## src/rtl/tmr_scrub_pkg.sv

```systemverilog
// Shared types for the TMR SRAM scrubber: FSM state encoding and default counter width.
package tmr_scrub_pkg;

  typedef enum logic [1:0] {
    IDLE,
    READ,
    CHECK,
    WB
  } scrub_state_e;

  localparam int DEF_CNT_WIDTH = 32;

endpackage

```

## src/rtl/tmr_sram_scrubber.sv

```systemverilog
// Background scrubber and single-port arbiter in front of the TMR SRAM wrapper.
// Walks every word, writes back the voted value on a copy disagreement, counts events.
module tmr_sram_scrubber
  import tmr_scrub_pkg::*;
#(
  parameter int DATA_WIDTH     = 64,
  parameter int NUM_WORDS      = 1024,
  parameter int SCRUB_INTERVAL = 256,
  parameter int CNT_WIDTH      = DEF_CNT_WIDTH,
  localparam int AW            = $clog2(NUM_WORDS),
  localparam int BW            = (DATA_WIDTH + 7) / 8
) (
  input  logic                  clk_i,
  input  logic                  rst_ni,
  input  logic                  scrub_en_i,
  input  logic                  host_req_i,
  input  logic                  host_we_i,
  input  logic [AW-1:0]         host_addr_i,
  input  logic [DATA_WIDTH-1:0] host_wdata_i,
  input  logic [BW-1:0]         host_be_i,
  output logic                  host_gnt_o,
  output logic                  host_rvalid_o,
  output logic [DATA_WIDTH-1:0] host_rdata_o,
  output logic                  mem_req_o,
  output logic                  mem_we_o,
  output logic [AW-1:0]         mem_addr_o,
  output logic [DATA_WIDTH-1:0] mem_wdata_o,
  output logic [BW-1:0]         mem_be_o,
  input  logic [DATA_WIDTH-1:0] mem_rdata_i,
  input  logic [2:0]            mem_err_i,
  input  logic                  mem_uncorr_i,
  output logic [AW-1:0]         scrub_addr_o,
  output logic                  pass_done_o,
  output logic [CNT_WIDTH-1:0]  corr_cnt_o,
  output logic [CNT_WIDTH-1:0]  uncorr_cnt_o
);

  // Timer only has to hold SCRUB_INTERVAL-1; keep at least one bit for an interval of 1.
  localparam int TW = (SCRUB_INTERVAL > 1) ? $clog2(SCRUB_INTERVAL) : 1;

  function automatic logic [CNT_WIDTH-1:0] sat_inc(input logic [CNT_WIDTH-1:0] v);
    return (&v) ? v : v + CNT_WIDTH'(1);
  endfunction

  scrub_state_e          state, state_nxt;
  logic [TW-1:0]         timer;
  logic [AW-1:0]         scrub_addr;
  logic [DATA_WIDTH-1:0] wb_data;
  logic [CNT_WIDTH-1:0]  corr_cnt, uncorr_cnt;
  logic                  host_rvalid, pass_done;

  logic timer_hit, addr_last, wr_hazard;
  logic advance, corr_inc, uncorr_inc, latch_wb;

  assign timer_hit = scrub_en_i && (timer == TW'(SCRUB_INTERVAL - 1));
  assign addr_last = (scrub_addr == AW'(NUM_WORDS - 1));
  // A host write landing on the word being checked makes the voted copy stale.
  assign wr_hazard = host_req_i && host_we_i && (host_addr_i == scrub_addr);

  always_comb begin
    state_nxt  = state;
    advance    = 1'b0;
    corr_inc   = 1'b0;
    uncorr_inc = 1'b0;
    latch_wb   = 1'b0;
    unique case (state)
      IDLE:  if (timer_hit) state_nxt = READ;
      READ:  if (!host_req_i) state_nxt = CHECK;
      CHECK: begin
        if (mem_uncorr_i) begin
          uncorr_inc = 1'b1;
          advance    = 1'b1;
          state_nxt  = IDLE;
        end else if (|mem_err_i) begin
          if (wr_hazard) begin
            state_nxt = READ;
          end else begin
            corr_inc  = 1'b1;
            latch_wb  = 1'b1;
            state_nxt = WB;
          end
        end else begin
          advance   = 1'b1;
          state_nxt = IDLE;
        end
      end
      WB: begin
        advance   = 1'b1;
        state_nxt = IDLE;
      end
      default: state_nxt = IDLE;
    endcase
  end

  assign host_gnt_o = host_req_i && (state != WB);

  // Port mux: write-back first, then host, then the scrub read issue.
  always_comb begin
    mem_req_o   = 1'b0;
    mem_we_o    = 1'b0;
    mem_addr_o  = '0;
    mem_wdata_o = '0;
    mem_be_o    = '0;
    if (state == WB) begin
      mem_req_o   = 1'b1;
      mem_we_o    = 1'b1;
      mem_addr_o  = scrub_addr;
      mem_wdata_o = wb_data;
      mem_be_o    = '1;
    end else if (host_req_i) begin
      mem_req_o   = 1'b1;
      mem_we_o    = host_we_i;
      mem_addr_o  = host_addr_i;
      mem_wdata_o = host_wdata_i;
      mem_be_o    = host_be_i;
    end else if (state == READ) begin
      mem_req_o  = 1'b1;
      mem_addr_o = scrub_addr;
      mem_be_o   = '1;
    end
  end

  always_ff @(posedge clk_i) begin
    if (!rst_ni) begin
      state       <= IDLE;
      timer       <= '0;
      scrub_addr  <= '0;
      wb_data     <= '0;
      corr_cnt    <= '0;
      uncorr_cnt  <= '0;
      host_rvalid <= 1'b0;
      pass_done   <= 1'b0;
    end else begin
      state       <= state_nxt;
      host_rvalid <= host_gnt_o && !host_we_i;
      pass_done   <= advance && addr_last;
      if (state == IDLE && scrub_en_i && !timer_hit) timer <= timer + TW'(1);
      else                                            timer <= '0;
      if (advance)    scrub_addr <= addr_last ? '0 : scrub_addr + AW'(1);
      if (latch_wb)   wb_data    <= mem_rdata_i;
      if (corr_inc)   corr_cnt   <= sat_inc(corr_cnt);
      if (uncorr_inc) uncorr_cnt <= sat_inc(uncorr_cnt);
    end
  end

  assign host_rvalid_o = host_rvalid;
  assign host_rdata_o  = mem_rdata_i;
  assign scrub_addr_o  = scrub_addr;
  assign pass_done_o   = pass_done;
  assign corr_cnt_o    = corr_cnt;
  assign uncorr_cnt_o  = uncorr_cnt;

endmodule

```

## config.mk

```make
export PLATFORM = sky130hd
export DESIGN_NAME = tmr_sram_scrubber
export DESIGN_NICKNAME = d
export VERILOG_FILES = /design/src/rtl/tmr_scrub_pkg.sv /design/src/rtl/tmr_sram_scrubber.sv
export SDC_FILE = /design/constraint.sdc
export NUM_CORES = 1
export LEC_CHECK = 0
export CORE_AREA = 2 2 148 150
export CTS_BUF_LIST = sky130_fd_sc_hd__clkbuf_4
export CTS_CLUSTER_DIAMETER = 150
export DETAILED_ROUTE_END_ITERATION = 6
export DIE_AREA = 0 0 150 152
export GPL_ROUTABILITY_DRIVEN = 1
export GPL_TIMING_DRIVEN = 0
export PLACE_DENSITY_LB_ADDON = 0.08
export SETUP_SLACK_MARGIN = 0.4
export SLEW_MARGIN = 20
export SYNTH_ARGS = -nofsm -noshare
export SYNTH_HDL_FRONTEND = slang
export SYNTH_SLANG_ARGS = --single-unit
```

## constraint.sdc

```tcl
create_clock -name clk_i -period 2.6 [get_ports clk_i]
set_input_delay 0.52 -clock clk_i [delete_from_list [all_inputs] [get_ports clk_i]]
set_output_delay 0.52 -clock clk_i [all_outputs]
set_load 0.02 [all_outputs]
```

==> run_results.csv <==
group,metric,value,unit
min_path,hold_class,"input pin to flip-flop",
final_layout,drive_gt1_share,23.8,%
sta,clock_skew,0.0260,ns
clock_tree,clock_latency,0.57,ns
final_layout,postLayoutCellArea,13900,um^2
critical_path,crit_path_end_kind,"output port",
power,vdd_drop_max,0.000238,V
routing,drt-total-wl,31.7,mm
global_route,gr-total-overflow,0,
clock_tree,cts_root_buf,"clkbuf_4",
floorplan,io_pins,380,
placement,place_congestion,0.859,
global_route,antenna_found_initial,2,
final_layout,utilization,65.3,%
critical_path,path_max_fanout,7,
global_route,grt_pass1_vias,8093,
logic_synthesis,ys_ff_latch,150,
routing,antenna_left,0,
sta,layout_setup_ws,0.121,ns
logic_synthesis,ys.flop_type,"dfxtp_1",
sta,rsz0062_at_grt,"true",
final_layout,fin_nets,1625,
clock_tree,cts_tree,"done",
placement,placed_cell_area,12100,um^2
routing,num_vias,8689,
flow_run,timing.max_cap.violations,0,
sta,fin_tns_setup,0,ns
logic_synthesis,avgSynthCellArea,7.78,um^2
critical_path,critical_path_arrival,1.96,ns
floorplan,core_area,21400,um^2
placement,dp_worst_setup_slack,-1.13,ns
logic_synthesis,yosys.area.top_type,"dfxtp_1",
run_status,status,"finished, final reports clean",
power,powerDensity,332,nW/um^2
placement,dp_hpwl,23.5,mm
sta,finalHoldViolCount,0,
power,p_leak,6.41,nW
logic_synthesis,netlist_instances,1020,
sta,worstMarginPinSlew,0.722,ns
final_layout,synthToLayoutAreaGrowth,75.6,%
floorplan,die_area,22800,um^2
logic_synthesis,yosysUniqueCellTypes,48,
sta,fmax,403,MHz
logic_synthesis,synth_top_area_share,37.8,%
routing,wl_per_cell,18.0,um
critical_path,required,2.08,ns
logic_synthesis,seq_area_frac_synth,37.8,%
sta,final-setup-viol-count,0,
logic_synthesis,synth-edff-count,0,
sta,maxSlewViolCount,0,
clock_tree,htree_num_levels,4,
routing,vias_per_cell,4.93,
logic_synthesis,synthTopCellsByArea,"dfxtp_1 (38%), nand2_1 (9.0%), mux2i_1 (8.7%)",
floorplan,row_count,54,
clock_tree,cts_buffers,17,
floorplan,initial_core_util,37.2,%
clock_tree,clock-sinks,150,
logic_synthesis,synthArstFlopShare,0,%
global_route,grt_first_pass_wirelength,45.2,mm
clock_tree,clock_path_buffers,2,
sta,relSlewSlack,51.8,%
routing,dr.pass1.iters,5,
power,finalPower,4.64,mW
routing,route.detailed.drc,0,
critical_path,startpoint_type,"flip-flop",
placement,portBuffers,378,
logic_synthesis,synth_warnings,0,
global_route,grt_max_degree,17,
sta,period_needed,2.48,ns
floorplan,die_w,150,um
logic_synthesis,synth_area,7940,um^2
global_route,grt.total_usage,25.6,%
clock_tree,path_clk_slew,0.14,ns
critical_path,crit_type,"flip-flop to output port",
logic_synthesis,syn_nets,1179,
routing,drt_iter0_drc,395,
sta,fin_crit_sh,95.3,%
floorplan,die_h,152,um
## stage by stage
step | hold WS (ns) | instances
floorplan | 0.426 | 1020
global placement | 0.443 | 1678
detailed placement | 0.452 | 1678
CTS | 0.390 | 1721
global route | 0.441 | 1761
finish | 0.448 | 1761
## metal layers
metal / global-route usage, % / vias up / part of all wire (%)
li1: - / 4295 / -
met1: 31.2 / 4084 / 41
met2: 43.9 / 275 / 50
met3: 6.76 / 35 / 6.7
met4: 7.77 / 0 / 1.8
met5: 0 / - / 0
## where the power goes
group | internal [mW] | leakage [nW] | switching (mW)
Sequential | 2.30 | 1.21 | 0.00140
Combinational | 0.495 | 5.06 | 0.431
Clock | 0.506 | 0.143 | 0.904
## cell type report
type | instances | area (um^2)
tap | 280 | 350
fill | 1875 | 7400
multi-input combinational | 740 | 4720
antenna | 2 | 5.00
sequential | 150 | 3010
inverter | 12 | 45.0
timing repair buffer | 426 | 4500
buffer | 119 | 1040
clock inverter | 13 | 124
clock buffer | 19 | 143
## worst paths after layout
path | start | endpoint | slack (ns) | cells past startpoint
worst min-delay path | host_req_i | host_rvalid_o | 0.45 | 3
worst min register to register | timer[0] | timer[0] | 0.48 | 1
worst max-delay path | state[0] | mem_addr_o[9] | 0.12 | 8
worst max register to register | state[0] | corr_cnt_o[29] | 0.21 | 10
## critical path: stages (launching register included)
cell and delay, ns:
dfxtp_2 0.35, buf_8 0.12, and2_4 0.19, clkbuf_16 0.18, nor2_4 0.17, buf_8 0.13
nand2_2 0.04, o21ai_1 0.07, buf_4 0.16
## cell usage after synthesis, types with 3 or more instances
| library cell | instances |
|---|---|
| a21oi_1 | 12 |
| a22o_1 | 9 |
| and2_1 | 3 |
| and3_1 | 18 |
| and4_1 | 6 |
| buf_4 | 71 |
| clkbuf_1 | 46 |
| dfxtp_1 | 150 |
| ha_1 | 4 |
| inv_1 | 10 |
| mux2i_1 | 69 |
| nand2_1 | 190 |
| nand2b_1 | 3 |
| nand3_1 | 33 |
| nand4_1 | 33 |
| nor2_1 | 149 |
| nor3_1 | 11 |
| nor4_1 | 13 |
| o21ai_0 | 75 |
| o21bai_1 | 5 |
| o31ai_1 | 3 |
| or2_2 | 3 |
| or3_1 | 10 |
| xnor2_1 | 11 |
| xor2_1 | 56 |
## cell families after synthesis
logic type | share of synthesized area (%)
xor+xnor | 7.39
fa+ha+maj | 0.630
mux | 8.70
buf+inv | 9.58
flops | 37.8
compound gates | 8.16
simple gates | 27.7
## what timing repair did
item,CTS,global route
pin swaps,18,27
gates cloned,5,9
hold buffers,0,0
setup endpoints to repair,308,332
endpoints found under the hold margin,0,0
setup buffers,6,29
resized for setup,578,257
## registers in the layout, indices dropped and copies added, names as in the netlist
| signal | cells |
|---|---|
| uncorr_cnt_o | 32 |
| corr_cnt_o | 32 |
| state | 2 |
| scrub_addr_o | 10 |
| host_rvalid_o | 1 |
| timer | 8 |
| wb_data | 64 |
| pass_done_o | 1 |
## cell usage in the layout, fill, tap and decap left out, drive strengths merged, types with 9 or more instances in the layout
| cell | count |
|---|---|
| clkdlybuf4s50 | 217 |
| buf | 192 |
| nand2 | 190 |
| dfxtp | 150 |
| nor2 | 149 |
| dlymetal6s2s | 81 |
| o21ai | 76 |
| clkbuf | 74 |
| mux2i | 69 |
| xor2 | 56 |
| nand4 | 34 |
| nand3 | 33 |
| and3 | 18 |
| inv | 15 |
| nor4 | 14 |
| nor3 | 13 |
| a21oi | 12 |
| xnor2 | 11 |
| or3 | 10 |
| a22o | 9 |
Power figures use the tool's default switching activity.
